### src/rtl/fetch_unit_if.sv
// Decoder-side instruction handshake of fetch_unit. An instruction transfers on any
// posedge with out_valid && out_ready; all fields hold while out_valid && !out_ready.
interface fetch_unit_if;
  logic       out_valid;
  logic       out_ready;
  logic [7:0] out_opcode;
  logic [7:0] out_imm;
  logic       out_long;
  logic [7:0] out_pc;

  modport master (
    output out_valid, out_opcode, out_imm, out_long, out_pc,
    input  out_ready
  );

  modport slave (
    input  out_valid, out_opcode, out_imm, out_long, out_pc,
    output out_ready
  );
endinterface

### src/rtl/fetch_unit.sv
// nRisc instruction fetch: owns the PC, assembles 1/2-byte instructions from byte memory.
// Optional halt-on-opcode support is enabled by defining FETCH_HALT_EN.
module fetch_unit #(
  parameter logic [7:0] RESET_PC    = 8'h00,
  parameter logic [7:0] HALT_OPCODE = 8'h9C
) (
  input  logic         clock,
  input  logic         reset_n,
  output logic [7:0]   pc,
  input  logic [7:0]   mem_data,
  input  logic         branch_valid,
  input  logic [7:0]   branch_target,
  fetch_unit_if.master dec,
  output logic         halted,
  output logic [2:0]   dbg_state
);

  typedef enum logic [2:0] {
    S_OP_A  = 3'd0,
    S_OP_B  = 3'd1,
    S_IM_A  = 3'd2,
    S_IM_B  = 3'd3,
    S_VALID = 3'd4
`ifdef FETCH_HALT_EN
    , S_HALT = 3'd5
`endif
  } state_t;

  state_t state;
  state_t state_next;
  logic   is_long;
  logic   take_branch;

  // Each byte is addressed for two cycles (x_A, x_B); mem_data is used at the end of x_B.
  assign is_long   = (mem_data[7:6] == 2'b01);
  assign dbg_state = state;

`ifdef FETCH_HALT_EN
  logic halt_xfer;
  assign halt_xfer   = dec.out_valid && dec.out_ready && (dec.out_opcode == HALT_OPCODE);
  // A halting transfer wins over a same-cycle redirect.
  assign take_branch = branch_valid && (state != S_HALT) && !halt_xfer;
`else
  logic unused_halt_opcode;
  assign unused_halt_opcode = ^HALT_OPCODE;
  assign take_branch        = branch_valid;
`endif

  always_comb begin
    state_next = state;
    case (state)
      S_OP_A:  state_next = S_OP_B;
      S_OP_B:  state_next = is_long ? S_IM_A : S_VALID;
      S_IM_A:  state_next = S_IM_B;
      S_IM_B:  state_next = S_VALID;
      S_VALID: if (dec.out_ready) state_next = S_OP_A;
`ifdef FETCH_HALT_EN
      S_HALT:  state_next = S_HALT;
`endif
      default: state_next = S_OP_A;
    endcase
`ifdef FETCH_HALT_EN
    if (halt_xfer) state_next = S_HALT;
`endif
    if (take_branch) state_next = S_OP_A;
  end

  always_ff @(posedge clock or negedge reset_n) begin
    if (!reset_n) state <= S_OP_A;
    else          state <= state_next;
  end

  always_ff @(posedge clock or negedge reset_n) begin
    if (!reset_n) begin
      pc             <= RESET_PC;
      dec.out_valid  <= 1'b0;
      dec.out_opcode <= 8'h00;
      dec.out_imm    <= 8'h00;
      dec.out_long   <= 1'b0;
      dec.out_pc     <= 8'h00;
    end else begin
      dec.out_valid <= (state_next == S_VALID);
      if (take_branch)
        pc <= branch_target;
      else if (state == S_OP_B || state == S_IM_B)
        pc <= pc + 8'd1;
      // A redirect discards whatever byte would have been latched this edge.
      if (!take_branch && state == S_OP_B) begin
        dec.out_opcode <= mem_data;
        dec.out_pc     <= pc;
        dec.out_long   <= is_long;
        if (!is_long) dec.out_imm <= 8'h00;
      end
      if (!take_branch && state == S_IM_B)
        dec.out_imm <= mem_data;
    end
  end

`ifdef FETCH_HALT_EN
  always_ff @(posedge clock or negedge reset_n) begin
    if (!reset_n) halted <= 1'b0;
    else          halted <= (state_next == S_HALT);
  end
`else
  assign halted = 1'b0;
`endif

endmodule
### src/flat_wrapper.sv
// flat-port wrapper written by rule: the top's interface ports become plain ports
module fetch_unit_flat 
#(
  parameter logic [7:0] RESET_PC    = 8'h00,
  parameter logic [7:0] HALT_OPCODE = 8'h9C
)
  (clock, reset_n, pc, mem_data, branch_valid, branch_target, halted, dbg_state, dec_out_valid, dec_out_opcode, dec_out_imm, dec_out_long, dec_out_pc, dec_out_ready);
  fetch_unit_if dec_i ();
  input  logic clock;
  input  logic reset_n;
  output logic [7:0] pc;
  input  logic [7:0] mem_data;
  input  logic branch_valid;
  input  logic [7:0] branch_target;
  output logic halted;
  output logic [2:0] dbg_state;
  output wire logic [$bits(dec_i.out_valid)-1:0] dec_out_valid;
  output wire logic [$bits(dec_i.out_opcode)-1:0] dec_out_opcode;
  output wire logic [$bits(dec_i.out_imm)-1:0] dec_out_imm;
  output wire logic [$bits(dec_i.out_long)-1:0] dec_out_long;
  output wire logic [$bits(dec_i.out_pc)-1:0] dec_out_pc;
  input wire logic [$bits(dec_i.out_ready)-1:0] dec_out_ready;
  assign dec_out_valid = dec_i.out_valid;
  assign dec_out_opcode = dec_i.out_opcode;
  assign dec_out_imm = dec_i.out_imm;
  assign dec_out_long = dec_i.out_long;
  assign dec_out_pc = dec_i.out_pc;
  assign dec_i.out_ready = dec_out_ready;
  fetch_unit #(.RESET_PC(RESET_PC), .HALT_OPCODE(HALT_OPCODE)) u_core (.clock(clock), .reset_n(reset_n), .pc(pc), .mem_data(mem_data), .branch_valid(branch_valid), .branch_target(branch_target), .dec(dec_i), .halted(halted), .dbg_state(dbg_state));
endmodule
### config.mk
export PLATFORM = sky130hd
export DESIGN_NAME = fetch_unit_flat
export DESIGN_NICKNAME = d
export VERILOG_FILES = /design/src/rtl/fetch_unit_if.sv /design/src/rtl/fetch_unit.sv /design/src/flat_wrapper.sv
export SDC_FILE = /design/constraint.sdc
export NUM_CORES = 1
export LEC_CHECK = 0
export BUFFER_PORTS_ARGS = -buffer_cell sky130_fd_sc_hd__buf_2
export CORE_MARGIN = 2
export CORE_UTILIZATION = 33
export CTS_CLUSTER_SIZE = 25
export DETAILED_ROUTE_END_ITERATION = 10
export PLACE_DENSITY_LB_ADDON = 0.3
export SLEW_MARGIN = 30
export SYNTH_ARGS = -nofsm -noshare
export SYNTH_HDL_FRONTEND = slang
export SYNTH_SLANG_ARGS = --single-unit
### constraint.sdc
create_clock -name clock -period 2.2 [get_ports clock]
set_input_delay 0.44 -clock clock [delete_from_list [all_inputs] [get_ports clock]]
set_output_delay 0.44 -clock clock [all_outputs]
set_load 0.05 [all_outputs]
Word-level counts from Yosys, hierarchy flattened
Index checks and enable logic that the tools add are counted.
{ "totals": {"ff_bits": 37, "latchBits": 0, "ram_bits": 0, "rom_bits": 0, "input_bits": 20, "output_inout_bits": 38, "word_cells": 32, "mem_count": 0} }
{ "op_classes": {"add_sub_neg": 1, "mul": 0, "div": 0, "magnitude_cmp": 0, "eq_ne": 7, "n_shift": 0, "mux": 9, "bitwise_logic": 0, "reduce_logical": 8} }
{ "op_table": {"columns": ["operator", "count"], "rows": [
  ["$mux 8", 5],
  ["$pmux 3 s5", 1],
  ["$mux 3", 3],
  ["$add 8x1->8 const B", 1],
  ["$eq 3x2->1 const B", 2],
  ["$eq 3x3->1 const B", 2],
  ["$reduce_bool 2->1", 2],
  ["$eq 3x1->1 const B", 1],
  ["$logic_not 3->1", 1],
  ["$eq 2x1->1 const B", 1],
  ["$logic_and 1x1->1", 2],
  ["$ne 2x2->1 const B", 1],
  ["$reduce_and 2->1", 1],
  ["$logic_not 1->1", 1],
  ["$logic_or 1x1->1", 1]
]} }

Longest topological paths before layout
Gate-level depths: netlist of the first run.
{ "logic_depth": {"depth_word": 5, "ltp_mapped": 5, "depth_no_buf": 4} }

Worst setup path before layout of the first run
OpenSTA, ideal clock, no wires.
{ "synth_timing": {"path_kind": "register to register", "startpoint": "reg u_core.state[0], in the netlist u_core.dbg_state[0]", "endpoint": "reg u_core.dec.out_opcode[0]", "setup_time_ps": 125, "t_arrival_ps": 1801, "required_time_ps": 2075, "slack_ps": 273, "stages_incl_launch_ff": 5, "path_buffers": 1, "period_less_slack_ps": 1927, "cell_sequence": "dfrtp_1 -> inv_2 -> nor4_4 -> buf_8 -> mux2_4"} }
{ "synth_between": {"elab_chain_cells": 2} }
{ "synth_rtl": {"columns": ["item", "line_no", "source"], "rows": [
  ["from (decl)", "fetch_unit.sv:29", "state_t state;"],
  ["from (signal assigned)", "fetch_unit.sv:70", "else state <= state_next;"],
  ["$eq 3x1->1", "fetch_unit.sv:88", "if (!take_branch && state == S_OP_B) begin"],
  ["$logic_and 1x1->1", "fetch_unit.sv:88", null],
  ["to (signal assigned)", "fetch_unit.sv:89", "dec.out_opcode <= mem_data;"],
  ["to (decl)", "fetch_unit_if.sv:12", "output out_valid, out_opcode, out_imm, out_long, out_pc,"]
]} }
Every way passes these cells.
A chain may end at the register's enable or synchronous reset.

Final worst setup path of the first run
{ "layout_timing": {"startpoint": "reg u_core.state[0], in the netlist u_core.dbg_state[0]", "endpoint": "reg u_core.dec.out_pc[7]"} }
{ "layout_between": {"elab_chain_cells": 2} }
{ "layout_rtl": {"columns": ["item", "line_no", "source"], "rows": [
  ["$eq 3x1->1", "fetch_unit.sv:88", null],
  ["$logic_and 1x1->1", "fetch_unit.sv:88", null],
  ["to (signal assigned)", "fetch_unit.sv:90", "dec.out_pc <= pc;"],
  ["to (decl)", "fetch_unit_if.sv:12", null]
]} }
Every way passes these cells.

==> results.yml, run 1 <==
clock_tree:
  cts.htree.levels: 2
  root_buffer: "clkbuf_8"
  hold_buffers: 0
  cts_buffers: 5
  cts_sinks: 37
  cts_tree: "built"
  post_cts_resized: 0
  clockBufferDepth: 2
  cts.reportedPaths.clkPinSlew_ns: 0.07
  clk_latency_ns: 0.28
  post_cts_buffers: 0
sta:
  setup_violations: 0
  hold_viol_final: 0
  maxSlewHeadroom_pct: 46.07
  worstMarginPinSlew_ns: 0.8089
  finalSetupTns_ns: 0
  fin_crit_sh_pct: 71.36
  min_period_ns: 1.570
  slew_viol_final: 0
  fmax_mhz: 637.0
  fin_ws_ns: 0.6301
  fin_hold_ws_ns: 0.2394
  clock_skew_ns: 0.004534
  rsz0062_at_grt: "no"
synth:
  synth_area_mm2: 0.001593
  syn_area_per_cell_um2: 13.16
  synth_edf_count: 0
  ys.flop_type: "dfrtp_1"
  yosys_register_bits: 37
  synth_fp_nets: 142
  synthArstFlopShare_pct: 100.0
  syn_inst: 121
  synth-seq-area-share_pct: 58.13
  ys_types: 37
  yosys_warnings: 0
floorplanning:
  initial_core_util_pct: 33.95
  std_cell_rows: 25
  fp.coreArea_mm2: 0.004692
  die_w_um: 73.48
  io_pins: 58
  die_y_um: 73.48
  fp.dieArea_mm2: 0.005399
finish:
  syn2layout_area_growth_pct: 26.94
  design_area_mm2: 0.002022
  layout-drive-gt1-share_pct: 47.25
  final_util_pct: 43.09
  layout_commonest_cell: "buf_2"
  fin_nets: 202
  fillers: 469
  fin_cells: 236
  antennaDiodeCount: 0
  final_cell_mix: "buf_2, dfrtp_1, mux2_4, a22o_1"
place:
  portBuffers: 56
  post-dp-hpwl_mm: 2.719
  place_congestion: 0.8011
  place_ws_ns: 0.4984
  place_area_mm2: 0.001921
  dp_cells: 228
routing:
  wl_per_cell_um: 15.65
  drt-initial-drc-count: 82
  viasPerCell: 5.123
  drc: 0
  dr.pass1.iters: 4
  ant_nets: 0
  drt-total-wl_mm: 3.694
  vias: 1209
setup_path:
  cp_slowest_cell: "dfrtp_1"
  critPathTopFamily: "flip-flops"
  slowest_delay_ns: 0.47
  setup.worst_path.start_class: "flop"
  cp_max_fo: 11
  endpoint_kind: "flop"
  cp.required_ns: 2.37
  cp_num_buf_inv: 2
  crit_type: "reg -> reg"
  crit_arrival_ns: 1.74
  crit_chain: "inv_2 > nor4_4 > buf_4 > mux2_2"
global_routing:
  grt_pass1_wl_mm: 6.058
  grt_max_degree: 38
  overflow: 0
  grt_usage_pct: 14.78
  grt_antenna_before_repair: 0
  grt_pass1_vias: 1240
power_and_ir_drop:
  fin_total_pwr_mw: 2.290
  leakagePower_nw: 0.9991
  powerDensity_mw_per_mm2: 1132
  ir_drop_uv: 420.3
status:
  status: "finished, final reports clean"
flow_run:
  drv_cap: 0
hold_path:
  hold_path_class: "in -> async"
[Yosys cell counts (2+ instances only)]
cell type	instances	area, um2
o211ai_1	4	30.03
a31oi_1	2	12.51
a22o_1	8	70.07
dfrtp_1	37	925.9
nor3_1	2	10.01
mux2i_1	2	20.02
mux2_2	7	78.83
or4_1	4	30.03
inv_1	3	11.26
nand2_1	7	26.28
nor2_1	2	7.510
o21ai_0	5	25.02
nand3_1	4	20.02
a21oi_1	3	15.01
mux2_4	9	135.1
[worst register-to-register path: cells and delay by family, from the launching register on]
kind	cells	cell delay [ns]
multiplexers	1	0.35
buffers and inverters	2	0.36
flip-flops	1	0.47
AND/OR/NAND/NOR	1	0.27
[cell type report]
cell class	instances	area [um2]	share of cell area (%)
inverter	5	18.77	0.9282
clock inverter	1	5.005	0.2475
sequential	37	925.9	45.79
multi-input combinational	74	613.1	30.32
clock buffer	7	96.34	4.765
timing repair buffer	58	295.3	14.60
tap	54	67.56	3.342
[per-layer routing]
layer / wire length (um) / part of all wire (%) / GRT usage, %
met4: 61 / 1.7 / 7.071
met5: 0 / 0 / 0
met2: 1890 / 51 / 23.91
met3: 122 / 3.3 / 2.881
met1: 1619 / 44 / 18.95
[flip-flops by register name (all words and copies together) (netlist names)]
register               cells
u_core.dbg_state           3
u_core.dec.out_imm         8
u_core.dec.out_long        1
u_core.dec.out_opcode      8
u_core.dec.out_pc          8
u_core.dec.out_valid       1
u_core.pc                  8
[worst paths after layout]
check                      slack, ns  depth (start not counted)                                  from                              endpoint
min                             0.24                          1                               reset_n  u_core.dec.out_opcode[2]$_DFFE_PN0P_
min in group clock              0.36                          3                      branch_target[2]              u_core.pc[2]$_DFFE_PN0P_
max in group asynchronous       1.44                          1                               reset_n  u_core.dec.out_opcode[7]$_DFFE_PN0P_
max reg2reg                     0.63                          4         u_core.dbg_state[0]$_DFF_PN0_      u_core.dec.out_pc[7]$_DFFE_PN0P_
max                             0.63                          4         u_core.dbg_state[0]$_DFF_PN0_      u_core.dec.out_pc[7]$_DFFE_PN0P_
min reg2reg                     0.50                          1  u_core.dec.out_opcode[2]$_DFFE_PN0P_  u_core.dec.out_opcode[2]$_DFFE_PN0P_
[cells by family (layout without fill, tap and decap cells)]
family                     count (synthesis)  in the layout  share of synthesized area [%]
AOI/OAI and AO/OA                         23             23                          10.05
DFF                                       37             37                          58.13
adders and majority gates                  1              1                         0.7854
xor gates and xnor gates                   2              2                          1.100
buffers and inverters                     10             71                          3.376
muxes                                     18             18                          14.69
other                                      1              1                         0.2354
and+or+nand+nor                           29             29                          11.63
[power by group]
part           switching, mW  internal [mW]  total, mW
combinational          0.626          0.247      0.873
clock                  0.232          0.283      0.515
sequential            0.0910          0.811      0.902
Note: power is estimated with default switching activity, not from simulation.
==> run 2: changes to the inputs <==
--- a/config.mk
+++ b/config.mk
@@ -5,6 +5,7 @@
 export SDC_FILE = /design/constraint.sdc
 export NUM_CORES = 1
 export LEC_CHECK = 0
+export ABC_AREA = 1
 export BUFFER_PORTS_ARGS = -buffer_cell sky130_fd_sc_hd__buf_2
 export CORE_MARGIN = 2
 export CORE_UTILIZATION = 33
==> constraint.sdc (replaced) <==
create_clock -name clock -period 1.37 [get_ports clock]
set_input_delay 0.274 -clock clock [delete_from_list [all_inputs] [get_ports clock]]
set_output_delay 0.274 -clock clock [all_outputs]
set_load 0.05 [all_outputs]
==> results.yml, run 2 <==
setup_path:
  rr_worst_depth: 6
  r2r-start: "u_core.dbg_state[2]$_DFF_PN0_"
  cp_slowest_cell: "dfrtp_1"
  path_depth: 1
  crit_start: "u_core.pc[3]$_DFFE_PN0P_"
  setup.worst_path.start_class: "flop"
  cp_num_buf_inv: 1
  cp_max_fo: 6
  rr_endpoint: "u_core.dec.out_pc[4]$_DFFE_PN0P_"
  slowest_delay_ns: 0.43
  cp.required_ns: 1.10
  crit_arrival_ns: 1.01
  crit_type: "reg -> out"
  endpoint_kind: "output pin"
  worstSetupEndpoint: "pc[3]"
  crit_chain: "buf_2"
  critPathTopFamily: "flip-flops"
  r2r_slack_ns: 0.10
synth:
  yosys_warnings: 0
  synth_common_cells: "nand2_1, dfrtp_1, inv_1"
  synth_fp_nets: 211
  yosys_register_bits: 37
  yosys-top-cells-area: "dfrtp_1, nand2_1, o21ai_2"
  ys_types: 24
  syn_inst: 190
  syn_area_per_cell_um2: 8.969
  synth_edf_count: 0
  synth_area_leader_cell: "dfrtp_1"
  synthArstFlopShare_pct: 100.0
  synth-seq-area-share_pct: 54.33
  ys.flop_type: "dfrtp_1"
  synth_area_mm2: 0.001704
  yosysMostFrequentCell: "nand2_1"
  synth_top_area_share_pct: 54.33
power_and_ir_drop:
  leakagePower_nw: 1.169
  powerDensity_mw_per_mm2: 1747
  ir_drop_uv: 512.7
sta:
  clock_skew_ns: 0.005679
  rsz0062_at_grt: "no"
  hold_viol_final: 0
  finalSetupTns_ns: 0
  fmax_mhz: 777.1
  min_period_ns: 1.287
  slew_viol_final: 0
  setup_violations: 0
  fin_crit_sh_pct: 93.94
global_routing:
  grt_pass1_vias: 1317
  grt_pass1_wl_mm: 6.078
  grt_usage_pct: 14.28
  grt_antenna_before_repair: 0
  overflow: 0
  grt_max_degree: 34
floorplanning:
  fp.dieArea_mm2: 0.005755
  std_cell_rows: 26
  die_w_um: 75.86
  initial_core_util_pct: 33.80
  die_y_um: 75.86
  fp.coreArea_mm2: 0.005042
  io_pins: 58
routing:
  vias: 1415
  drt-initial-drc-count: 68
  drt-total-wl_mm: 3.818
  wl_per_cell_um: 11.75
  dr_wl_met2_mm: 1.773
  dr.pass1.iters: 4
  drc: 0
  route.met3.wl_um: 216
  ant_nets: 0
  top_layer: "met4"
  wl_met1_mm: 1.762
  viasPerCell: 4.354
finish:
  fillers: 523
  final_cell_mix: "nand2_1, buf_2, dfrtp_1, inv_1, o21ai_2"
  antennaDiodeCount: 0
  layout-drive-gt1-share_pct: 37.65
  fin_nets: 275
  final_util_pct: 43.60
  syn2layout_area_growth_pct: 29.00
status:
  status: "finished, final reports clean"
place:
  post-dp-hpwl_mm: 2.881
  place_congestion: 0.8137
  portBuffers: 56
clock_tree:
  root_buffer: "clkbuf_8"
  cts_tree: "built"
  cts_buffers: 5
  cts.htree.levels: 2
  cts_sinks: 37
  clk_latency_ns: 0.29
  cts.reportedPaths.clkPinSlew_ns: 0.07
  clockBufferDepth: 2
flow_run:
  drv_cap: 0
hold_path:
  hold_path_class: "in -> reg"
  hp-start: "branch_target[3]"
## run 2: logic make-up after synthesis
kind of cell               share of synthesized area (%)
xor gates and xnor gates                          0.5140
other                                             0.2201
adders and majority gates                         0.7341
buffers and inverters                              8.002
AOI/OAI and AO/OA                                  14.39
DFF                                                54.33
and+or+nand+nor                                    21.81
## run 2: how the worst min path moves through the flow
stage | cells after the start | end
after floorplan | 0 | u_core.dbg_state[0]$_DFF_PN0_
after global placement | 1 | u_core.dec.out_valid$_DFF_PN0_
final | 3 | u_core.pc[3]$_DFFE_PN0P_
after CTS | 3 | u_core.pc[3]$_DFFE_PN0P_
after global routing | 3 | u_core.pc[3]$_DFFE_PN0P_
after detailed placement | 1 | u_core.dec.out_valid$_DFF_PN0_
## run 2: layer usage
metal / GRT usage [%] / up-vias
met1: 18.17 / 648
met5: 0 / -
met2: 22.61 / 34
met3: 4.365 / 5
met4: 5.848 / 0
li1: - / 728
## run 2: where the power goes
part	internal (mW)	leakage (nW)	total (mW)	switching, mW
logic	0.379	0.658	1.62	1.24
clock network	0.351	0.0439	0.746	0.395
registers	1.32	0.467	1.48	0.152
total	2.05	1.17	3.84	1.79
## run 2: per-stage QoR
step           cells  total power [mW]  hold WS (ns)  instance area (um2)  setup WS (ns)
3_3_place_gp     316             3.104        0.2185                 2081        0.05576
5_1_grt          325             4.060        0.2345                 2198      0.0002021
3_5_place_dp     316             3.121        0.2253                 2081        0.01407
2_1_floorplan    190             2.717      -0.02159                 1709       0.002665
4_1_cts          325             3.879        0.2183                 2186        0.06555
6_report         325             3.841        0.2203                 2198        0.08308
## run 2: layout make-up
type / instances / area [um2] / share of cell area (%)
Clock buffer: 5 / 68.82 / 3.130
Clock inverter: 3 / 17.52 / 0.7968
Inverter: 24 / 90.09 / 4.098
Multi-Input combinational cell: 124 / 663.1 / 30.17
Sequential cell: 37 / 930.9 / 42.34
Tap cell: 70 / 87.58 / 3.984
Timing Repair Buffer: 62 / 340.3 / 15.48
## run 2: timing repair
item,CTS,global route
resized for setup,1,4
gates cloned,0,0
hold endpoints to repair,15,0
pin swaps,0,1
endpoints found under the setup margin,1,4
setup buffers,0,0
hold buffers,1,0
